<file path="src/rtl/jtdd_rom_arb.sv">
// ROM arbiter for the Double Dragon core. Three requesters (main CPU, sound CPU, MCU)
// share one SDRAM read port. Each keeps a one-word cache line that answers hits
// combinationally. Misses are served one at a time, granted round-robin.
module jtdd_rom_arb #(
    parameter int unsigned    AW0  = 18,
    parameter int unsigned    AW1  = 15,
    parameter int unsigned    AW2  = 14,
    parameter int unsigned    SDW  = 22,
    parameter logic [SDW-1:0] OFF0 = 22'h00000,
    parameter logic [SDW-1:0] OFF1 = 22'h20000,
    parameter logic [SDW-1:0] OFF2 = 22'h24000
) (
    input  logic           clk,
    input  logic           rst,
    input  logic           main_cs,
    input  logic [AW0-1:0] main_addr,
    output logic [7:0]     main_data,
    output logic           main_ok,
    input  logic           snd_cs,
    input  logic [AW1-1:0] snd_addr,
    output logic [7:0]     snd_data,
    output logic           snd_ok,
    input  logic           mcu_cs,
    input  logic [AW2-1:0] mcu_addr,
    output logic [7:0]     mcu_data,
    output logic           mcu_ok,
    output logic           sdram_req,
    output logic [SDW-1:0] sdram_addr,
    input  logic           sdram_ack,
    input  logic           sdram_dok,
    input  logic [15:0]    sdram_din
);

    // Tag widths; the captured tag register is as wide as the widest of them.
    localparam int unsigned TW0 = AW0 - 1;
    localparam int unsigned TW1 = AW1 - 1;
    localparam int unsigned TW2 = AW2 - 1;
    localparam int unsigned TWM = (TW0 > TW1) ? ((TW0 > TW2) ? TW0 : TW2)
                                              : ((TW1 > TW2) ? TW1 : TW2);

    typedef enum logic [1:0] {StIdle, StWaitAck, StWaitData} state_e;

    state_e         state_q;
    logic [1:0]     gnt_q, last_q, gnt_d;
    logic [TWM-1:0] cap_tag_q, sel_tag;
    logic [SDW-1:0] sel_off;
    logic [SDW-1:0] addr_q;
    logic           req_q;
    logic [TW0-1:0] tag0_q;
    logic [TW1-1:0] tag1_q;
    logic [TW2-1:0] tag2_q;
    logic [15:0]    word0_q, word1_q, word2_q;
    logic [2:0]     valid_q;
    logic [2:0]     hit, pend;
    logic           fill;

    assign hit[0] = main_cs & valid_q[0] & (main_addr[AW0-1:1] == tag0_q);
    assign hit[1] = snd_cs  & valid_q[1] & (snd_addr[AW1-1:1]  == tag1_q);
    assign hit[2] = mcu_cs  & valid_q[2] & (mcu_addr[AW2-1:1]  == tag2_q);
    assign pend   = {mcu_cs, snd_cs, main_cs} & ~hit;

    assign main_ok   = hit[0];
    assign snd_ok    = hit[1];
    assign mcu_ok    = hit[2];
    assign main_data = main_addr[0] ? word0_q[15:8] : word0_q[7:0];
    assign snd_data  = snd_addr[0]  ? word1_q[15:8] : word1_q[7:0];
    assign mcu_data  = mcu_addr[0]  ? word2_q[15:8] : word2_q[7:0];

    assign sdram_req  = req_q;
    assign sdram_addr = addr_q;

    // Data arriving together with the ack still completes the fill.
    assign fill = ((state_q == StWaitData) & sdram_dok) |
                  ((state_q == StWaitAck) & sdram_ack & sdram_dok);

    // Round-robin pick starting after the last served requester, plus its tag and offset.
    always_comb begin
        gnt_d = 2'd0;
        unique case (last_q)
            2'd0:    gnt_d = pend[1] ? 2'd1 : (pend[2] ? 2'd2 : 2'd0);
            2'd1:    gnt_d = pend[2] ? 2'd2 : (pend[0] ? 2'd0 : 2'd1);
            default: gnt_d = pend[0] ? 2'd0 : (pend[1] ? 2'd1 : 2'd2);
        endcase
        sel_tag = '0;
        sel_off = '0;
        unique case (gnt_d)
            2'd0: begin
                sel_tag = TWM'(main_addr[AW0-1:1]);
                sel_off = OFF0;
            end
            2'd1: begin
                sel_tag = TWM'(snd_addr[AW1-1:1]);
                sel_off = OFF1;
            end
            default: begin
                sel_tag = TWM'(mcu_addr[AW2-1:1]);
                sel_off = OFF2;
            end
        endcase
    end

    // Request FSM and cache fill; the fill always lands in the tag captured at grant.
    always_ff @(posedge clk) begin
        if (rst) begin
            state_q   <= StIdle;
            gnt_q     <= 2'd0;
            last_q    <= 2'd2;
            cap_tag_q <= '0;
            addr_q    <= '0;
            req_q     <= 1'b0;
            tag0_q    <= '0;
            tag1_q    <= '0;
            tag2_q    <= '0;
            word0_q   <= '0;
            word1_q   <= '0;
            word2_q   <= '0;
            valid_q   <= '0;
        end else begin
            unique case (state_q)
                StIdle: begin
                    if (|pend) begin
                        gnt_q     <= gnt_d;
                        cap_tag_q <= sel_tag;
                        addr_q    <= sel_off + SDW'(sel_tag);
                        req_q     <= 1'b1;
                        state_q   <= StWaitAck;
                    end
                end
                StWaitAck: begin
                    if (sdram_ack) begin
                        req_q   <= 1'b0;
                        state_q <= sdram_dok ? StIdle : StWaitData;
                    end
                end
                StWaitData: begin
                    if (sdram_dok) state_q <= StIdle;
                end
                default: state_q <= StIdle;
            endcase
            if (fill) begin
                last_q <= gnt_q;
                unique case (gnt_q)
                    2'd0: begin
                        word0_q    <= sdram_din;
                        tag0_q     <= cap_tag_q[TW0-1:0];
                        valid_q[0] <= 1'b1;
                    end
                    2'd1: begin
                        word1_q    <= sdram_din;
                        tag1_q     <= cap_tag_q[TW1-1:0];
                        valid_q[1] <= 1'b1;
                    end
                    default: begin
                        word2_q    <= sdram_din;
                        tag2_q     <= cap_tag_q[TW2-1:0];
                        valid_q[2] <= 1'b1;
                    end
                endcase
            end
        end
    end

endmodule

</file>
<file path="config.mk">
export PLATFORM = sky130hd
export DESIGN_NAME = jtdd_rom_arb
export DESIGN_NICKNAME = d
export VERILOG_FILES = /design/src/rtl/jtdd_rom_arb.sv
export SDC_FILE = /design/constraint.sdc
export NUM_CORES = 1
export LEC_CHECK = 0
export BUFFER_PORTS_ARGS = -buffer_cell sky130_fd_sc_hd__buf_2
export CELL_PAD_IN_SITES_DETAIL_PLACEMENT = 0
export CELL_PAD_IN_SITES_GLOBAL_PLACEMENT = 2
export CORE_MARGIN = 1
export CORE_UTILIZATION = 28
export CTS_CLUSTER_DIAMETER = 120
export DETAILED_ROUTE_END_ITERATION = 7
export PLACE_DENSITY = 0.72
export SLEW_MARGIN = 20
export SYNTH_ARGS = -nofsm -noshare
export SYNTH_HDL_FRONTEND = slang
export SYNTH_SLANG_ARGS = --single-unit
</file>
<file path="constraint.sdc">
create_clock -name clk -period 2.9 [get_ports clk]
set_clock_uncertainty 0.05 [all_clocks]
set_input_delay 0.58 -clock clk [delete_from_list [all_inputs] [get_ports clk]]
set_output_delay 0.58 -clock clk [all_outputs]
set_load 0.1 [all_outputs]
</file>
After elaboration in Yosys (flattened, before gate mapping)
Index checks and enable logic that the tools add are counted.

Logic and storage cells: 73. Input bits: 70. Output and inout bits: 50. Register bits after elaboration: 141.

Add/sub/neg operators: 1. Bitwise gates (word level): 13. Reductions and logical operators: 13. Muxes and demuxes: 20. Equal/unequal tests: 11.

Operator list (count): case mux 18 bit (2 select lines) (1); case mux 17 bit (2 select lines) (1); 2-to-1 mux 8 bit (3); adder 22 x 17 -> 22 bit (1); 2-to-1 mux 2 bit (9); == test 17 bit (1); == test 14 bit (1); == test 13 bit (1); AND 1 bit (9); == test 2 x 1 -> 1 bit, second input constant (4); zero test 2 bit (4); AND reduction 2 bit (4); != test 2 bit, second input constant (3); case mux 2 bit (3 select lines) (1); AND reduction 3 bit (2); case mux 2 bit (2 select lines) (1); AND 3 bit (1); 2-to-1 mux 1 bit (3); NOT 3 bit (1); OR reduction 3 bit (1); == test 2 bit, second input constant (1); case mux 1 bit (2 select lines) (1); nonzero test 2 bit (1); OR reduction 2 bit (1); 2 further kinds (2).

Longest topological paths before layout
Depth in word-level cells: 10. Depth in mapped cells: 10. Mapped depth without buffers: 9.

Least setup slack after synthesis
No wires, ideal clock.

Path type: in2out. Start: input port main_addr[8]. End: output port main_ok. Cell stages on the path: 4. Arrival time: 4046 ps. Data required time: 2270 ps. Setup slack: -1776 ps. Buffers on the path: 0. Cells stage by stage: xor2_1 > nor4_1 > nand3_1 > nor4_1.

Word-level cells in the longest chain between the ends: 2.

Ends and longest elaborated chain: start, declared (RTL line 16) `input logic [AW0-1:0] main_addr,`; == test 17 bit (RTL line 57) `assign hit[0] = main_cs & valid_q[0] & (main_addr[AW0-1:1] == tag0_q);`; AND 1 bit (RTL line 57); end, declared (RTL line 18) `output logic main_ok,`.

No other way between the ends.

Worst setup path after layout
Start: register tag0_q[8]. End: output port main_ok.

Word-level cells in the longest chain between the ends: 2.

Ends and longest elaborated chain: start, declared (RTL line 49) `logic [TW0-1:0] tag0_q;`; start signal, assigned (RTL line 145) `tag0_q <= cap_tag_q[TW0-1:0];`; == test 17 bit (RTL line 57); AND 1 bit (RTL line 57).

No other way between the ends.

==> metrics <==
Slew @ Worst Pin=0.686 ns; Max Cap Viol=0; status=finished clean; Placed Instances=approximately 1000; crit-path max FO=3; row cnt=51; share of cells above drive strength 1=0.288; # clock sinks=124; switching part of the total=0.313; Residual DRC=0; routed length per instance=17.2 microns; Placement Setup Slack=-0.373 ns; Global Route Usage Sum=0.189; switching power total=roughly 1.5 mW; Yosys warning count=0; Power Total=4.89 mW; final hold vios=0; setup tns final=0 ns; Buf/Inv on CP=3; Final Critical Period=2.84 ns; average cell area after synthesis=8.09 sq um; Area growth, synth to finish=31.1%; Die Y=143 microns; Worst Hold Class=primary input to register; Power Internal=3.36 mW; antenna-violating nets left=0; htree depth=4; post-route insts no fill=1073; die area=20400 sq um; TritonCTS clock tree=yes; RSZ-0062 raised after global routing=yes; core area=roughly 19000 sq um; Final setup viols=0; Starting Density=0.285; IO buf count=116; Area contributors post-synth=dfxtp_1, nand2_1, a21oi_1; top-area cell type share of the netlist area=0.448; crit end category=output pin; clock latency on the worst-skew pair=0.42 ns; Final Wtd Congestion=slightly below 0.9; pin count of the biggest net entering global routing=61; DP Wirelength=around 13 mm; post-synthesis mux area share=0.0505; Post-synth EDFFs=0; Top delay family on crit path=simple AND/OR/NAND/NOR gates; initial DRC count=280; synth unique cells=40; DR vias/cell=roughly 4.7; placed cell area=approximately 6600 sq um; sequential share of power=0.377; Peak VDD IR=447 uV; Crit Path Category=register to output pin; Most used DFF post-synth=dfxtp_1; Leak Pwr=between 2 and 3 nW; Min Hold Slack=0.307 ns; slew margin rel.=0.542; Clk pin slew, worst setup/hold paths=0.06 ns; Post-synth ARST share=0; vias=5096; Post-Synthesis Cells=686; antenna diode count=0; Logic pwr share=0.169; Synth Area in XOR/XNOR=0.0695; Yosys top cell by area=dfxtp_1; Final Cell Area=7270 sq um; number of global-route vias before repair=5012; Max Slew Vio Count=0; drt pass-1 iters=5; Final Net Count=866; first-pass GRT wire length=about 28 mm; post-layout util=0.374; synthesized flop and latch total=124; CP Cell Sequence=xor2_2, nor4_2, buf_4, nand3_4, buf_6, nor4_4, buf_12; Compound-Gate Fraction of Synth Area=0.164; final wirelength=18.4 mm; max incr delay on CP=0.35 ns; Post-Synth Simple-Gate Area=0.205; Root Driver=clkbuf_16; die width=143 microns; Final Worst Setup Slack=around 0.063 ns; slowest CP cell=nor4_2; register area share after synthesis=0.448; CTS max path bufs=2; Mapped Area=5550 sq um; Clock power frac=0.454; fin crit share=0.978; kind of start point of the critical path=register; GRT overflow=0; largest family of logic cells by synthesized area=simple AND/OR/NAND/NOR gates; WP data arrival=2.21 ns; io pins=120; adder and majority gate portion of the synthesized area=0.00226; antenna violations before repair=0; PD cells=672 nW/um^2; Peak Freq=353 MHz; CP required=around 2.3 ns; CTS buffer count=17
cells in the final DEF, fill, tap and decap left out, types with 2 or more instances in the layout:
| cell type | netlist | routed |
|---|---|---|
| dfxtp_1 | 124 | 123 |
| buf_2 | 5 | 113 |
| mux2_2 | 24 | 24 |
| nor4_2 | 0 | 3 |
| nand4_1 | 8 | 8 |
| a211o_1 | 2 | 2 |
| nor3b_1 | 2 | 2 |
| a21oi_2 | 0 | 2 |
| nor2_1 | 28 | 26 |
| clkinv_4 | 0 | 3 |
| o21ai_0 | 3 | 2 |
| clkinvlp_4 | 0 | 3 |
| xnor2_1 | 28 | 28 |
| inv_1 | 6 | 6 |
| a221oi_1 | 13 | 13 |
| nor4_4 | 1 | 3 |
| a21oi_1 | 102 | 100 |
| o41ai_2 | 0 | 2 |
| bufinv_16 | 0 | 3 |
| nor3_2 | 1 | 2 |
| clkbuf_16 | 0 | 17 |
| xor2_1 | 16 | 15 |
| nand2_1 | 197 | 197 |
| conb_1 | 1 | 4 |
| a211oi_1 | 17 | 16 |
| inv_6 | 0 | 5 |
| buf_12 | 0 | 7 |
| buf_4 | 18 | 30 |
| nand3_1 | 23 | 22 |
| nor2_2 | 0 | 2 |
layer usage:
metal  share of wire  up-vias  wire, microns  global-route usage
met3           0.045       21            829              0.0416
met2            0.49      141           9010               0.318
met1            0.45     2412           8290               0.236
li1                -     2522              -                   -
met5               0        -              0                   0
met4           0.017        0            311              0.0679
final cells by class:
class	count	area, sq um
Clock buffer	17	425
Clock inverter	15	188
Fill cell	2041	12200
Inverter	6	22.5
Multi-Input combinational cell	495	2880
Sequential cell	124	2480
Tap cell	265	332
Timing Repair Buffer	151	942
power by group through the flow:
stage | combinational (mW) | clock [mW] | sequential [mW]
after floorplan | 0.558 | 0 | 1.90
after global placement | 0.817 | 0 | 1.88
after detailed placement | 0.822 | 0 | 1.88
after CTS | 0.825 | 2.27 | 1.84
after global routing | 0.877 | 2.36 | 1.85
final | 0.825 | 2.22 | 1.84
repair_timing:
item / 4_1_cts / 5_1_grt
hold endpoints to repair: 0 / 0
gates resized for setup: 1 / 9
buffers inserted: 0 / 1
setup endpoints to repair: 6 / 10
hold buffers: 0 / 0
pin swaps: 2 / 3
cells in the mapped netlist (all sizes together), types with 2 or more instances:
cell,instances
and2,2
nor4,6
a211oi,17
nand3,23
xor2,16
mux2,24
a21oi,102
o21ai,3
a221oi,13
nand4,8
a211o,2
nor3b,2
inv,6
dfxtp,124
nor3,3
buf,23
xnor2,28
clkbuf,41
o41ai,2
nand2,197
nor2,28
worst paths after layout:
check	from	end	slack, ns	cells after the start
min	sdram_dok	state_q[1]	0.31	2
max	tag0_q[8]	main_ok	0.06	7
min reg2reg	word2_q[10]	word2_q[10]	0.40	2
max reg2reg	tag0_q[8]	cap_tag_q[0]	0.14	9
state kept, by name, indices dropped and copies added (netlist names), 2 cells and up:
signal	cells
last_q	2
cap_tag_q	17
sdram_addr	5
valid_q	3
word2_q	16
tag2_q	13
tag1_q	14
gnt_q	2
word0_q	16
tag0_q	17
word1_q	16
state_q	2
logic make-up (layout without fill, tap and decap cells):
family / after synthesis / count (layout)
AOI/OAI and AO/OA: 149 / 149
adders and majority gates: 1 / 1
buffers and inverters: 70 / 189
xor gates and xnor gates: 44 / 44
muxes: 25 / 25
DFF: 124 / 124
and+or+nand+nor: 272 / 272
other: 1 / 4
No activity file was read; power rests on OpenSTA's default activity.
